===== src/rtl/carregador_serial_16b.sv =====
// Serial-to-parallel loader feeding registrador_16b.
// Assembles a WIDTH-bit word from a bit-serial stream, optionally checks an
// even-parity trailer bit, and drives a one-cycle load strobe with the word.
module carregador_serial_16b #(
  parameter int WIDTH     = 16,
  parameter int PARITY_EN = 1,
  parameter int MSB_FIRST = 1,
  localparam int CW       = $clog2(WIDTH + 1)
) (
  input  logic             clk,
  input  logic             rst,
  input  logic             start,
  input  logic             bit_in,
  input  logic             bit_valid,
  output logic             busy,
  output logic             l_out,
  output logic [WIDTH-1:0] d_out,
  output logic             parity_err,
  output logic [CW-1:0]    count
);

  typedef enum logic [1:0] {
    ST_IDLE   = 2'd0,
    ST_SHIFT  = 2'd1,
    ST_PARITY = 2'd2
  } state_t;

  state_t             state_q, state_d;
  logic [WIDTH-1:0]   sr_q, sr_d;
  logic [CW-1:0]      count_q, count_d;
  logic [WIDTH-1:0]   d_out_q, d_out_d;
  logic               l_out_q, l_out_d;
  logic               parity_err_q, parity_err_d;

  logic [WIDTH-1:0]   sr_shifted;
  logic               last_data_bit;
  logic               parity_ok;

  // Shift register with the incoming bit inserted at the configured end.
  always_comb begin
    sr_shifted = sr_q;
    if (MSB_FIRST != 0) begin
      sr_shifted = {sr_q[WIDTH-2:0], bit_in};
    end else begin
      sr_shifted = {bit_in, sr_q[WIDTH-1:1]};
    end
  end

  assign last_data_bit = (count_q == CW'(WIDTH - 1));
  assign parity_ok     = (bit_in == ^sr_q);

  // Next-state and next-output computation for the frame FSM.
  always_comb begin
    state_d      = state_q;
    sr_d         = sr_q;
    count_d      = count_q;
    d_out_d      = d_out_q;
    l_out_d      = 1'b0;
    parity_err_d = parity_err_q;

    unique case (state_q)
      ST_IDLE: begin
        // A bit_valid coinciding with start is deliberately not captured.
        if (start) begin
          state_d      = ST_SHIFT;
          sr_d         = '0;
          count_d      = '0;
          parity_err_d = 1'b0;
        end
      end

      ST_SHIFT: begin
        if (bit_valid) begin
          sr_d = sr_shifted;
          if (count_q != CW'(WIDTH)) begin
            count_d = count_q + CW'(1);
          end
          if (last_data_bit) begin
            if (PARITY_EN != 0) begin
              state_d = ST_PARITY;
            end else begin
              // Word includes the bit shifted in on this same edge.
              state_d = ST_IDLE;
              d_out_d = sr_shifted;
              l_out_d = 1'b1;
            end
          end
        end
      end

      ST_PARITY: begin
        if (bit_valid) begin
          state_d = ST_IDLE;
          if (parity_ok) begin
            d_out_d = sr_q;
            l_out_d = 1'b1;
          end else begin
            parity_err_d = 1'b1;
          end
        end
      end

      default: begin
        state_d = ST_IDLE;
      end
    endcase
  end

  // State and output registers with synchronous active-high reset.
  always_ff @(posedge clk) begin
    if (rst) begin
      state_q      <= ST_IDLE;
      sr_q         <= '0;
      count_q      <= '0;
      d_out_q      <= '0;
      l_out_q      <= 1'b0;
      parity_err_q <= 1'b0;
    end else begin
      state_q      <= state_d;
      sr_q         <= sr_d;
      count_q      <= count_d;
      d_out_q      <= d_out_d;
      l_out_q      <= l_out_d;
      parity_err_q <= parity_err_d;
    end
  end

  assign busy       = (state_q != ST_IDLE);
  assign l_out      = l_out_q;
  assign d_out      = d_out_q;
  assign parity_err = parity_err_q;
  assign count      = count_q;

endmodule


===== config.mk =====
export PLATFORM = sky130hd
export DESIGN_NAME = carregador_serial_16b
export DESIGN_NICKNAME = d
export VERILOG_FILES = /design/src/rtl/carregador_serial_16b.sv
export SDC_FILE = /design/constraint.sdc
export NUM_CORES = 1
export LEC_CHECK = 0
export CORE_MARGIN = 3
export CORE_UTILIZATION = 48
export DETAILED_ROUTE_END_ITERATION = 12
export PLACE_DENSITY = 0.76
export SKIP_CTS_REPAIR_TIMING = 1
export SLEW_MARGIN = 20
export SYNTH_ARGS = -nofsm -noshare
export SYNTH_HDL_FRONTEND = slang
export SYNTH_SLANG_ARGS = --single-unit

===== constraint.sdc =====
create_clock -name clk -period 1.82 [get_ports clk]
set_input_delay 0.273 -clock clk [delete_from_list [all_inputs] [get_ports clk]]
set_output_delay 0.273 -clock clk [all_outputs]
set_load 0.01 [all_outputs]

# After elaboration in Yosys (flattened, before gate mapping)
# Index checks and enable logic that the tools add are counted.
[word_totals] ff_bits=41 inputBits=5 out_inout_bits=24 word_cells=48
[classes] addsub=1 eq_ne=11 mux=17 bitwise=2 n_reduce_logical=11
[op_table] op="$mux 16" count=2
[op_table] op="$pmux 16 s2" count=1
[op_table] op="$reduce_xor 16->1" count=1
[op_table] op="$mux 5" count=3
[op_table] op="$ne 2x2->1 const B" count=6
[op_table] op="$reduce_and 4->1" count=3
[op_table] op="$pmux 5 s2" count=1
[op_table] op="$mux 2" count=4
[op_table] op="$pmux 2 s3" count=1
[op_table] op="$reduce_and 3->1" count=2
[op_table] op="$reduce_bool 2->1" count=3
[op_table] op="$add 5x1->5 const B" count=1
[op_table] op="$eq 5x4->1 const B" count=1
[op_table] op="$ne 5x5->1 const B" count=1
[op_table] op="$mux 1" count=4
[op_table] op="$reduce_or 3->1" count=1
[op_table] op="$eq 2x1->1 const B" count=1
[op_table] op="$eq 2x2->1 const B" count=1
[op_table] op="$logic_not 2->1" count=1
[op_table] op="$not 1->1" count=2
[op_table] op="$pmux 1 s2" count=1
[op_table] op="$eq 1x1->1" count=1

# Logic depth before layout (Yosys ltp)
[logic_depth] word_depth=5 depth_mapped=7 ltp_nobuf=7

# Worst setup path after synthesis
# Ideal clock, no wire load.
[synth_timing] path_kind="reg-to-reg" from="register sr_q[12]" to="register d_out_q[10], in the netlist d_out[10]" setup_ns=0.118 t_arrival_ns=1.875 required_time_ns=1.702 slack_ns=-0.173 path_stages_with_launch=8 n_path_buf=2 period_less_slack_ns=1.993 path_cell_list="dfxtp_1 xnor3_1 xnor3_1 xnor3_1 and4b_1 buf_6 buf_12 mux2i_1"
[synth_via] elab_chain_cells=3
[synth_lines] element="from (decl)" line="29" text="logic [WIDTH-1:0] sr_q, sr_d;"
[synth_lines] element="from (signal assigned)" line="120" text="sr_q <= sr_d;"
[synth_lines] element="$reduce_xor 16->1" line="50" text="assign parity_ok = (bit_in == ^sr_q);"
[synth_lines] element="$eq 1x1->1" line="50"
[synth_lines] element="$reduce_and 3->1 (no line)"
[synth_lines] element="to (signal assigned)" line="122" text="d_out_q <= d_out_d;"
[synth_lines] element="to (decl)" line="31" text="logic [WIDTH-1:0] d_out_q, d_out_d;"
# Every way passes these cells.
# A chain may end at the register's enable or synchronous reset.

# Worst setup path after layout
[layout_timing] from="register sr_q[4]" to="register d_out_q[11], in the netlist d_out[11]"
# The elaborated chain is that of the path after synthesis.

==> summary.md <==
| Metric | Value |
|---|---|
| Ant. Diodes | 0 |
| Clk sinks | 41 |
| Worst setup startpoint | sr_q[4] |
| Placed Cells | 272 |
| Routability cong. | 0.715 |
| Status | finished, violations left |
| Mean Syn Cell Area | 9.94 um2 |
| Port bufs | 28 |
| Worst reg-to-reg path cell count | 6 |
| Drt first-iter violations | 72 |
| Worst path bufs/invs | 1 |
| Post-Route WL | 3780 um |
| Leakage | 0.889 nW |
| Total gr overflow | 0 |
| Vias/cell | 5.13 |
| Sequential cell area | 827 um2 |
| Multi-input gate area | 986 um2 |
| Critical path capture point | d_out[11] |
| Seq/Total Area, Yosys | 0.437 |
| Final Hold Fails | 0 |
| Peak fanout along the critical path | 9 |
| Critical path depth | 6 |
| CP max stage delay | 0.39 ns |
| Vias in the first global route | 1350 |
| Max-Cap Viols | 0 |
| Slew margin rel. | 0.614 |
| Pint | 1.23 mW |
| Most used cell, CP | xnor3_1 |
| Count leader, synth | dfxtp_1 |
| Top cells by area, synth | dfxtp_1 44%, nand2b_1 10%, mux2i_1 9.1% |
| Die W | 68.6 um |
| CP required | 2.04 ns |
| Fin. max-slew vios | 0 |
| Library cells used by synthesis | 33 |
| Drt drc | 0 |
| Worst slew pin tran | 0.579 ns |
| Via count of the routed design | 1441 |
| Worst Clk Skew | 0.00315 ns |
| Post-synth ARST share | 0 |
| Final #Nets | 240 |
| Cell count after synthesis | 189 |
| H-tree levels | 2 |
| Initial core utilization | 0.506 |
| Yosys warning total | 0 |
| Hold Crit Class | flop to flop |
| Clock share of power | 0.360 |
| Sequential power share | 0.565 |
| Clk root buf | clkbuf_8 |
| Row count | 22 |
| Commonest cells in the netlist | 41 x dfxtp_1, 31 x nand2b_1, 21 x nor2_1 |
| WL/cell | 13.5 um |
| Comb pwr share | 0.075 |
| Synth Flop Type | dfxtp_1 |
| Slowest stage cell, crit path | xnor3_1 |
| Clk buf depth | 2 |
| Die Area | 0.00470 mm2 |
| Post-DP HPWL | 2610 um |
| GR Util All Layers | 0.175 |
| First-pass GRT wire length | 6040 um |
| Total CTS buffers | 5 |
| Antenna-violating nets left | 0 |
| Initial antenna violation count | 0 |
| Post-place setup slack | -0.426 ns |
| Pin count of the biggest net entering global routing | 56 |
| Period Utilization, post-route | 1.09 |
| Fmax | 504 MHz |
| R2R Path Start | sr_q[4] |
| Final WS setup | -0.162 ns |
| Core box area | 0.00372 mm2 |
| Critical path capture point type | flop |
| Failing checks | setup timing |
| Sw Ratio | 0.237 |
| Share of post-route cells with drive strength above 1 | 0.167 |
| Fillers | 317 |
| Synth area leader | dfxtp_1 |
| Synth Net Count | 197 |
| Post-synth EDFFs | 0 |
| RSZ-0062 raised after global routing | yes |
| 1st-pass router iterations | 4 |
| #FFs+latches synth | 41 |
| Power Density | 654 mW/mm2 |
| Top delay family on crit path | XOR/XNOR gates |
| Crit-path cells | xnor2_2 -> xnor3_1 -> xnor3_1 -> and4b_2 -> buf_12 -> mux2i_1 |
| Reg2reg end | d_out[11] |
| NetSw | 0.381 mW |
| Mapped cell area | 0.00188 mm2 |
| Yosys top cell area share | 0.437 |
| Final setup vio count | 17 |
| VDD IR max | 456 uV |
| Final std cells w/o fill | 281 |
| CTS tree | yes |
| Clock latency on the worst-skew pair | 0.29 ns |
| Clk slew on worst S/H paths | 0.08 ns |
| Syn-to-layout area delta | 30.6% |
| Die height | 68.6 um |
| Worst setup SP type | flop |
| Crit path DAT | 2.20 ns |
| Min Tclk post-route | 1.98 ns |
| R2R setup slack | -0.16 ns |
| Setup CP Type | flop to flop |
| Io pins | 29 |
-- state kept, by name, summed over array words and instances, names as in the netlist --
signal and cells:
d_out 16, state_q 2, sr_q 16, count 5, parity_err 1, l_out 1
-- cell families (layout without fill, tap and decap cells) --
logic type	after synthesis	in the layout	synth area share
buf+inv	17	61	0.0466
compound gates	25	25	0.0945
flops	41	41	0.437
xor+xnor	15	15	0.0992
simple gates	71	71	0.212
fa+ha+maj	3	3	0.0200
mux	17	17	0.0905
-- worst min-delay path by stage --
stage	cells past startpoint	slack (ns)	endpoint	start
2_1_floorplan	2	0.42	sr_q[0]	bit_in
3_3_place_gp	2	0.46	d_out[0]	d_out[0]
3_5_place_dp	2	0.46	d_out[9]	d_out[9]
4_1_cts	2	0.48	d_out[14]	d_out[14]
5_1_grt	2	0.49	d_out[13]	d_out[13]
6_report	2	0.48	d_out[14]	d_out[14]
-- metal layers --
metal,vias to the layer above,global-route usage,part of all wire
met5,-,0,0
li1,722,-,-
met1,686,0.200,0.42
met4,0,0.0596,0.015
met3,6,0.0502,0.041
met2,27,0.310,0.52
-- power by group through the flow --
stage               Clock (mW)  Sequential, mW  Combinational (mW)
finish                   0.578           0.908               0.120
global route             0.633           0.909               0.132
CTS                      0.595           0.908               0.120
detailed placement           0           0.929               0.120
global placement             0           0.929               0.115
floorplan                    0           0.929              0.0736
-- cell usage in the layout (no fill, tap or decap), types with 2 or more instances in the layout --
| master | netlist | layout |
|---|---|---|
| clkbuf_8 | 0 | 5 |
| or2_2 | 2 | 2 |
| dfxtp_2 | 0 | 5 |
| nand2b_1 | 31 | 31 |
| or2b_1 | 2 | 2 |
| xor2_1 | 3 | 3 |
| xnor3_1 | 4 | 4 |
| nor2_1 | 21 | 21 |
| mux2i_1 | 17 | 17 |
| clkinv_2 | 0 | 2 |
| ha_1 | 3 | 3 |
| nor2b_1 | 3 | 3 |
| buf_12 | 1 | 2 |
| inv_1 | 4 | 4 |
| a22oi_1 | 16 | 16 |
| o21ai_0 | 3 | 3 |
| buf_4 | 0 | 18 |
| clkdlybuf4s50_1 | 0 | 28 |
| xnor2_1 | 8 | 7 |
| nand3_1 | 2 | 2 |
| dfxtp_1 | 41 | 36 |
| nor3b_1 | 2 | 2 |
-- stage by stage --
stage | instance area (um2) | setup TNS (ns) | hold slack, ns | utilization | total power, mW
after floorplan | 1880 | -1.02 | 0.421 | - | 1.00
after global placement | 2330 | -6.02 | 0.458 | 0.626 | 1.04
after detailed placement | 2330 | -6.96 | 0.459 | 0.626 | 1.05
after CTS | 2410 | -2.64 | 0.479 | 0.649 | 1.62
after global routing | 2450 | -4.38 | 0.493 | 0.661 | 1.67
final | 2450 | -2.37 | 0.476 | 0.661 | 1.61
-- tightest hold or removal path, stage by stage (launching register included) --
cell and delay, ns:
dfxtp_1 0.31, nand2b_1 0.06, mux2i_1 0.06
-- cell type report --
class	instances	share of cell area
inverter	4	0.00612
multi-input combinational	131	0.402
sequential	41	0.337
tap	48	0.0245
clock buffer	5	0.0280
timing repair buffer	49	0.196
clock inverter	3	0.00714
Note: power is estimated with default switching activity, not from simulation.
